--- src/rtl/vending_pkg.sv ---
// vending_pkg: constants and FSM encoding shared by the vending blocks
//   PRICE          sale threshold (also used by the seller block)
//   COIN_1/COIN_2  coin_den encodings for 1-unit and 2-unit coins
//   state_t        payout FSM states
package vending_pkg;
  localparam int PRICE = 5;
  localparam logic COIN_1 = 1'b0;
  localparam logic COIN_2 = 1'b1;
  typedef enum logic [1:0] {IDLE = 2'd0, REQ = 2'd1, REL = 2'd2} state_t;
endpackage

--- src/rtl/change_fifo.sv ---
// change_fifo: show-ahead FIFO of pending change amounts
//   clk, clr      clock, async active-high reset (empties the FIFO)
//   push, din     write din unless full (a push into a full FIFO is dropped)
//   pop, dout     dout is the head entry; pop advances it unless empty
//   full, empty   occupancy flags
//   count         occupancy, 0..DEPTH
module change_fifo #(
  parameter int W = 4,
  parameter int DEPTH = 4
) (
  input  logic                       clk,
  input  logic                       clr,
  input  logic                       push,
  input  logic                       pop,
  input  logic [W-1:0]               din,
  output logic [W-1:0]               dout,
  output logic                       full,
  output logic                       empty,
  output logic [$clog2(DEPTH):0]     count
);
  localparam int AW = $clog2(DEPTH);
  logic [W-1:0] mem [DEPTH];
  logic [AW-1:0] wp, rp;
  logic wr, rd;
  assign full = count == (AW+1)'(DEPTH);
  assign empty = count == '0;
  assign wr = push && !full;
  assign rd = pop && !empty;
  assign dout = mem[rp];
  always_ff @(posedge clk)
    if (wr) mem[wp] <= din;
  always_ff @(posedge clk or posedge clr)
    if (clr) begin
      wp <= '0;
      rp <= '0;
      count <= '0;
    end else begin
      if (wr) wp <= wp + 1'b1;
      if (rd) rp <= rp + 1'b1;
      count <= count + (AW+1)'(wr) - (AW+1)'(rd);
    end
endmodule

--- src/rtl/change_dispenser.sv ---
// change_dispenser: detects sales from the seller and pays the change out coin by coin
//   clk, clr              clock, async active-high reset
//   val, ex               seller amount and change owed (ex valid in the sale cycle)
//   hopper_ack            hopper has ejected the requested coin (level)
//   coin_req, coin_den    coin request (level) and denomination (0 = 1-unit, 1 = 2-unit)
//   vend                  one-cycle pulse per sale
//   busy, ovf, pending    payout activity, sticky change-dropped flag, FIFO occupancy
module change_dispenser import vending_pkg::*; #(
  parameter int PRICE = vending_pkg::PRICE,
  parameter int W = 4,
  parameter int DEPTH = 4
) (
  input  logic                   clk,
  input  logic                   clr,
  input  logic [W-1:0]           val,
  input  logic [W-1:0]           ex,
  input  logic                   hopper_ack,
  output logic                   coin_req,
  output logic                   coin_den,
  output logic                   vend,
  output logic                   busy,
  output logic                   ovf,
  output logic [$clog2(DEPTH):0] pending
);
  state_t state;
  logic ge, sale_d, sale, push, pop, full, empty;
  logic [W-1:0] rem, dout;
  assign ge = val >= W'(PRICE);
  assign sale = ge && !sale_d;
  assign push = sale && ex != '0;
  // pop only where the FSM loads rem: from IDLE, or from REL once the current amount is done
  assign pop = !empty && (state == IDLE || (state == REL && !hopper_ack && rem == '0));
  assign busy = state != IDLE || pending != '0;
  change_fifo #(.W(W), .DEPTH(DEPTH)) u_fifo (
    .clk(clk), .clr(clr), .push(push), .pop(pop), .din(ex),
    .dout(dout), .full(full), .empty(empty), .count(pending)
  );
  always_ff @(posedge clk or posedge clr)
    if (clr) begin
      sale_d <= 1'b0;
      vend <= 1'b0;
      ovf <= 1'b0;
    end else begin
      sale_d <= ge;
      vend <= sale;
      if (push && full) ovf <= 1'b1;
    end
  always_ff @(posedge clk or posedge clr)
    if (clr) begin
      state <= IDLE;
      rem <= '0;
      coin_req <= 1'b0;
      coin_den <= COIN_1;
    end else
      case (state)
        IDLE:
          if (pop) begin
            rem <= dout;
            coin_den <= (dout >= W'(2)) ? COIN_2 : COIN_1;
            coin_req <= 1'b1;
            state <= REQ;
          end
        REQ:
          if (hopper_ack) begin
            rem <= rem - ((coin_den == COIN_2) ? W'(2) : W'(1));
            coin_req <= 1'b0;
            state <= REL;
          end
        REL:
          if (!hopper_ack) begin
            if (rem != '0) begin
              coin_den <= (rem >= W'(2)) ? COIN_2 : COIN_1;
              coin_req <= 1'b1;
              state <= REQ;
            end else if (pop) begin
              rem <= dout;
              coin_den <= (dout >= W'(2)) ? COIN_2 : COIN_1;
              coin_req <= 1'b1;
              state <= REQ;
            end else
              state <= IDLE;
          end
        default: state <= IDLE;
      endcase
endmodule
--- config.mk ---
export PLATFORM = sky130hd
export DESIGN_NAME = change_dispenser
export DESIGN_NICKNAME = d
export VERILOG_FILES = /design/src/rtl/vending_pkg.sv /design/src/rtl/change_fifo.sv /design/src/rtl/change_dispenser.sv
export SDC_FILE = /design/constraint.sdc
export NUM_CORES = 1
export LEC_CHECK = 0
export CORE_UTILIZATION = 28
export CTS_CLUSTER_DIAMETER = 50
export DETAILED_ROUTE_END_ITERATION = 12
export PLACE_DENSITY = 0.48
export SLEW_MARGIN = 20
export SYNTH_ARGS = -nofsm -noshare
export SYNTH_HDL_FRONTEND = slang
export SYNTH_SLANG_ARGS = --single-unit
--- constraint.sdc ---
create_clock -name clk -period 3.1 [get_ports clk]
set_input_delay 0.93 -clock clk [delete_from_list [all_inputs] [get_ports clk]]
set_output_delay 0.93 -clock clk [all_outputs]
set_load 0.05 [all_outputs]
==> qor.log <==
qor: status.outcome finished clean
qor: worst_setup_path.worst_r2r_path_depth 12
qor: layout.post_route_cells_drive_above_1_share 17.9%
qor: clock_network.htree_levels 2
qor: worst_setup_path.cp_data_arrival_time 1.97 ns
qor: worst_setup_path.setup.worst_path.start_class register
qor: min_path.worst_hold_startpoint ovf$_DFFE_PP0P_
qor: timing.hold_viol_final 0
qor: floorplanning.die_h 81.5 µm
qor: synth.synth_seq_area_share 52.7%
qor: drt.post_drt_wl_per_cell 13.5 µm
qor: drt.drc 0
qor: clock_network.postCtsSetupBuffers 0
qor: clock_network.cts_resized 0
qor: timing.fin_crit_sh 93.4%
qor: synth.synth-seq-cells 34
qor: floorplanning.starting_utilization_of_the_core_area 29.5%
qor: timing.max_freq 345 MHz
qor: layout.postLayoutCellArea 0.00219 mm²
qor: global_route.track_usage 11.7%
qor: placement.dpl_cell_area 0.00211 mm²
qor: clock_network.cts_hold_repair.buffers 0
qor: drt.vias 1171
qor: clock_network.numClockSinks 34
qor: min_path.timing.hold.worst_endpoint ovf$_DFFE_PP0P_
qor: global_route.grt_antenna_before_repair 0
qor: drt.route.antenna.remaining_nets 0
qor: timing.totalNegativeSetupSlack 0 ns
qor: layout.area.growth.synth_to_final 23.7%
qor: floorplanning.die_area 0.00664 mm²
qor: timing.skew 0.0105 ns
qor: floorplanning.fp-row-count 28
qor: synth.synthesis.area 0.00177 mm²
qor: clock_network.max-clock-path-buffers 2
qor: placement.place_hpwl 2480 µm
qor: drt.detailedRoute.firstPassIterationCount 4
qor: floorplanning.io-pin-count 19
qor: timing.final_max_slew_viol_count 0
qor: timing.slew_headroom 51.0%
qor: clock_network.cts_tree built
qor: min_path.worst_hold_path.num_cells 1
qor: worst_setup_path.r2r_setup_slack 0.54 ns
qor: timing.final.min_clock_period 2.90 ns
qor: drt.routed_wl 3350 µm
qor: synth.synth_fp_nets 164
qor: min_path.holdCritPathClass reg -> reg
qor: worst_setup_path.timing.critical_path.fanout_max 8
qor: synth.synth_warnings 0
qor: worst_setup_path.critical_path_required 2.17 ns
qor: layout.num-fill-cells 575
qor: power.powerDensity 996 mW/mm²
qor: run.maxCapViolations 0
qor: global_route.first_global_vias 1213
qor: timing.worstMarginPinSlew 0.734 ns
qor: placement.place.gp.congestion 0.741
qor: synth.postSynthAreaPerCell 12.7 µm²
qor: layout.num-nets-final 197
qor: clock_network.clockRootBuffer clkbuf_8
qor: synth.cell_count_after_synthesis 139
qor: power.static_leakage 0.874 nW
qor: worst_setup_path.critPathKind reg -> out
qor: global_route.grt_start_max_net_pins 19
qor: power.ir_drop 521 µV
qor: placement.port_buffers 18
qor: floorplanning.core_area 0.00599 mm²
qor: layout.num_antenna_cells 0
qor: worst_setup_path.critPathCaptureType output pin
qor: timing.rsz_0062_raised_after_global_routing false
qor: worst_setup_path.regToRegStartpoint state[0]$_DFFE_PP0P_
qor: clock_network.worst_skew_pair.late_latency 0.28 ns
qor: timing.final-setup-viol-count 0
qor: clock_network.cts_buffers 5
qor: layout.final_cell_mix 18 x dfrtp_1, 18 x clkdlybuf4s50_1, 16 x edfxtp_1, 15 x inv_1, 12 x ha_1
qor: synth.yosys.cell_types.count 40
qor: drt.drt_iter0_drc 47
qor: drt.routed_via_density 4.72
qor: worst_setup_path.rr_endpoint u_fifo.count[2]$_DFF_PP0_
qor: global_route.overflow 0
qor: clock_network.clk_pin_slew_worst_paths 0.07 ns
qor: global_route.wire_length_of_the_first_global_routing_pass 5800 µm
qor: floorplanning.die_w 81.5 µm
## synth_stat cells, drive strengths merged
| library cell | instances | area share, % |
|---|---|---|
| xor2 | 2 | 0.99 |
| o21a | 2 | 1.3 |
| and2 | 4 | 1.4 |
| nor3 | 4 | 1.1 |
| fa | 2 | 2.3 |
| clkbuf | 1 | 0.21 |
| nand4 | 1 | 0.35 |
| or3 | 1 | 0.35 |
| nor3b | 2 | 0.85 |
| nor2b | 1 | 0.35 |
| or2 | 1 | 0.35 |
| and4b | 1 | 0.57 |
| mux2 | 4 | 2.5 |
| a221o | 1 | 0.57 |
| ha | 12 | 8.5 |
| o21ai | 6 | 1.9 |
| nand2 | 7 | 1.5 |
| nand3 | 1 | 0.28 |
| mux2i | 1 | 0.57 |
| inv | 15 | 3.2 |
| a31o | 1 | 0.50 |
| a311o | 1 | 0.57 |
| o221a | 2 | 1.3 |
| o311ai | 1 | 0.50 |
| xnor2 | 3 | 1.5 |
| nand2b | 1 | 0.35 |
| o211ai | 2 | 0.85 |
| dfrtp | 18 | 25 |
| nor2 | 9 | 1.9 |
| o31ai | 1 | 0.42 |
| mux4 | 4 | 5.1 |
| a2111oi | 1 | 1.6 |
| or4 | 1 | 0.64 |
| and3 | 1 | 0.35 |
| a21o | 1 | 0.50 |
| a21oi | 4 | 1.1 |
| nor4 | 3 | 1.1 |
| edfxtp | 16 | 27 |
## registers in the layout, summed over array words and instances, names as in the netlist
signal and flops:
sale_d 1, coin_req 1, state 2, coin_den 1
u_fifo.rp 2, ovf 1, u_fifo.wp 2, rem 4
u_fifo.count 3, u_fifo.mem 16, vend 1
## cell type report
class | instances | area, µm² | area share [%]
multi-input cells | 89 | 777 | 35.5
flip-flops and latches | 34 | 931 | 42.6
clock buffers | 6 | 72.6 | 3.32
well taps | 75 | 93.8 | 4.29
clock inverters | 2 | 8.76 | 0.400
inverters | 15 | 56.3 | 2.57
repair buffers | 27 | 248 | 11.3
## worst max-delay path: stages (launching register included)
cell             delay, ns
dfrtp_1               0.42
inv_1                 0.08
ha_1                  0.29
nand2_1               0.09
clkdlybuf4s50_1       0.79
## metrics by stage
step                total power (W)  std cells  util, %  worst slack (ns)  hold slack [ns]
floorplan                   0.00157        139        -             0.362            0.486
global placement            0.00187        240     35.2            0.0573            0.475
detailed placement          0.00187        240     35.2            0.0323            0.471
CTS                         0.00220        248     36.5             0.197            0.500
global route                0.00237        248     36.5             0.116            0.517
finish                      0.00218        248     36.5             0.204            0.499
## worst max-delay path by stage
stage,from,end,slack (ns),depth (start not counted)
final,state[0]$_DFFE_PP0P_,busy,0.20,4
after global routing,state[0]$_DFFE_PP0P_,busy,0.12,4
after CTS,state[0]$_DFFE_PP0P_,busy,0.20,4
after detailed placement,hopper_ack,u_fifo.count[2]$_DFF_PP0_,0.03,11
after global placement,hopper_ack,u_fifo.count[2]$_DFF_PP0_,0.06,11
after floorplan,hopper_ack,u_fifo.count[2]$_DFF_PP0_,0.36,10
## layer usage
| layer | routed length, µm | vias to the layer above | track usage (%) | part of all wire, % |
|---|---|---|---|---|
| met1 | 1560 | 564 | 14.8 | 47 |
| met2 | 1600 | 31 | 19.2 | 48 |
| met4 | 22 | 0 | 3.21 | 0.66 |
| li1 | - | 572 | - | - |
| met3 | 167 | 4 | 3.67 | 5.0 |
| met5 | 0 | - | 0 | 0 |
## power breakdown
| group | internal, W | total, W | switching [W] |
|---|---|---|---|
| Sequential | 0.000611 | 0.000768 | 0.000157 |
| Clock | 0.000154 | 0.000315 | 0.000161 |
| Combinational | 0.000509 | 0.00110 | 0.000587 |
## logic make-up (layout without fill, tap and decap cells)
| group | count (synthesis) | count (layout) | synth area share, % |
|---|---|---|---|
| AO/OA/AOI/OAI | 23 | 23 | 11.0 |
| XOR/XNOR | 5 | 5 | 2.48 |
| adder cells (fa/ha/maj) | 14 | 14 | 10.8 |
| buffers and inverters | 16 | 50 | 3.40 |
| flip-flops | 34 | 34 | 52.7 |
| multiplexers | 9 | 9 | 8.21 |
| AND/OR/NAND/NOR | 38 | 38 | 11.5 |
No activity file was read; power rests on OpenSTA's default activity.
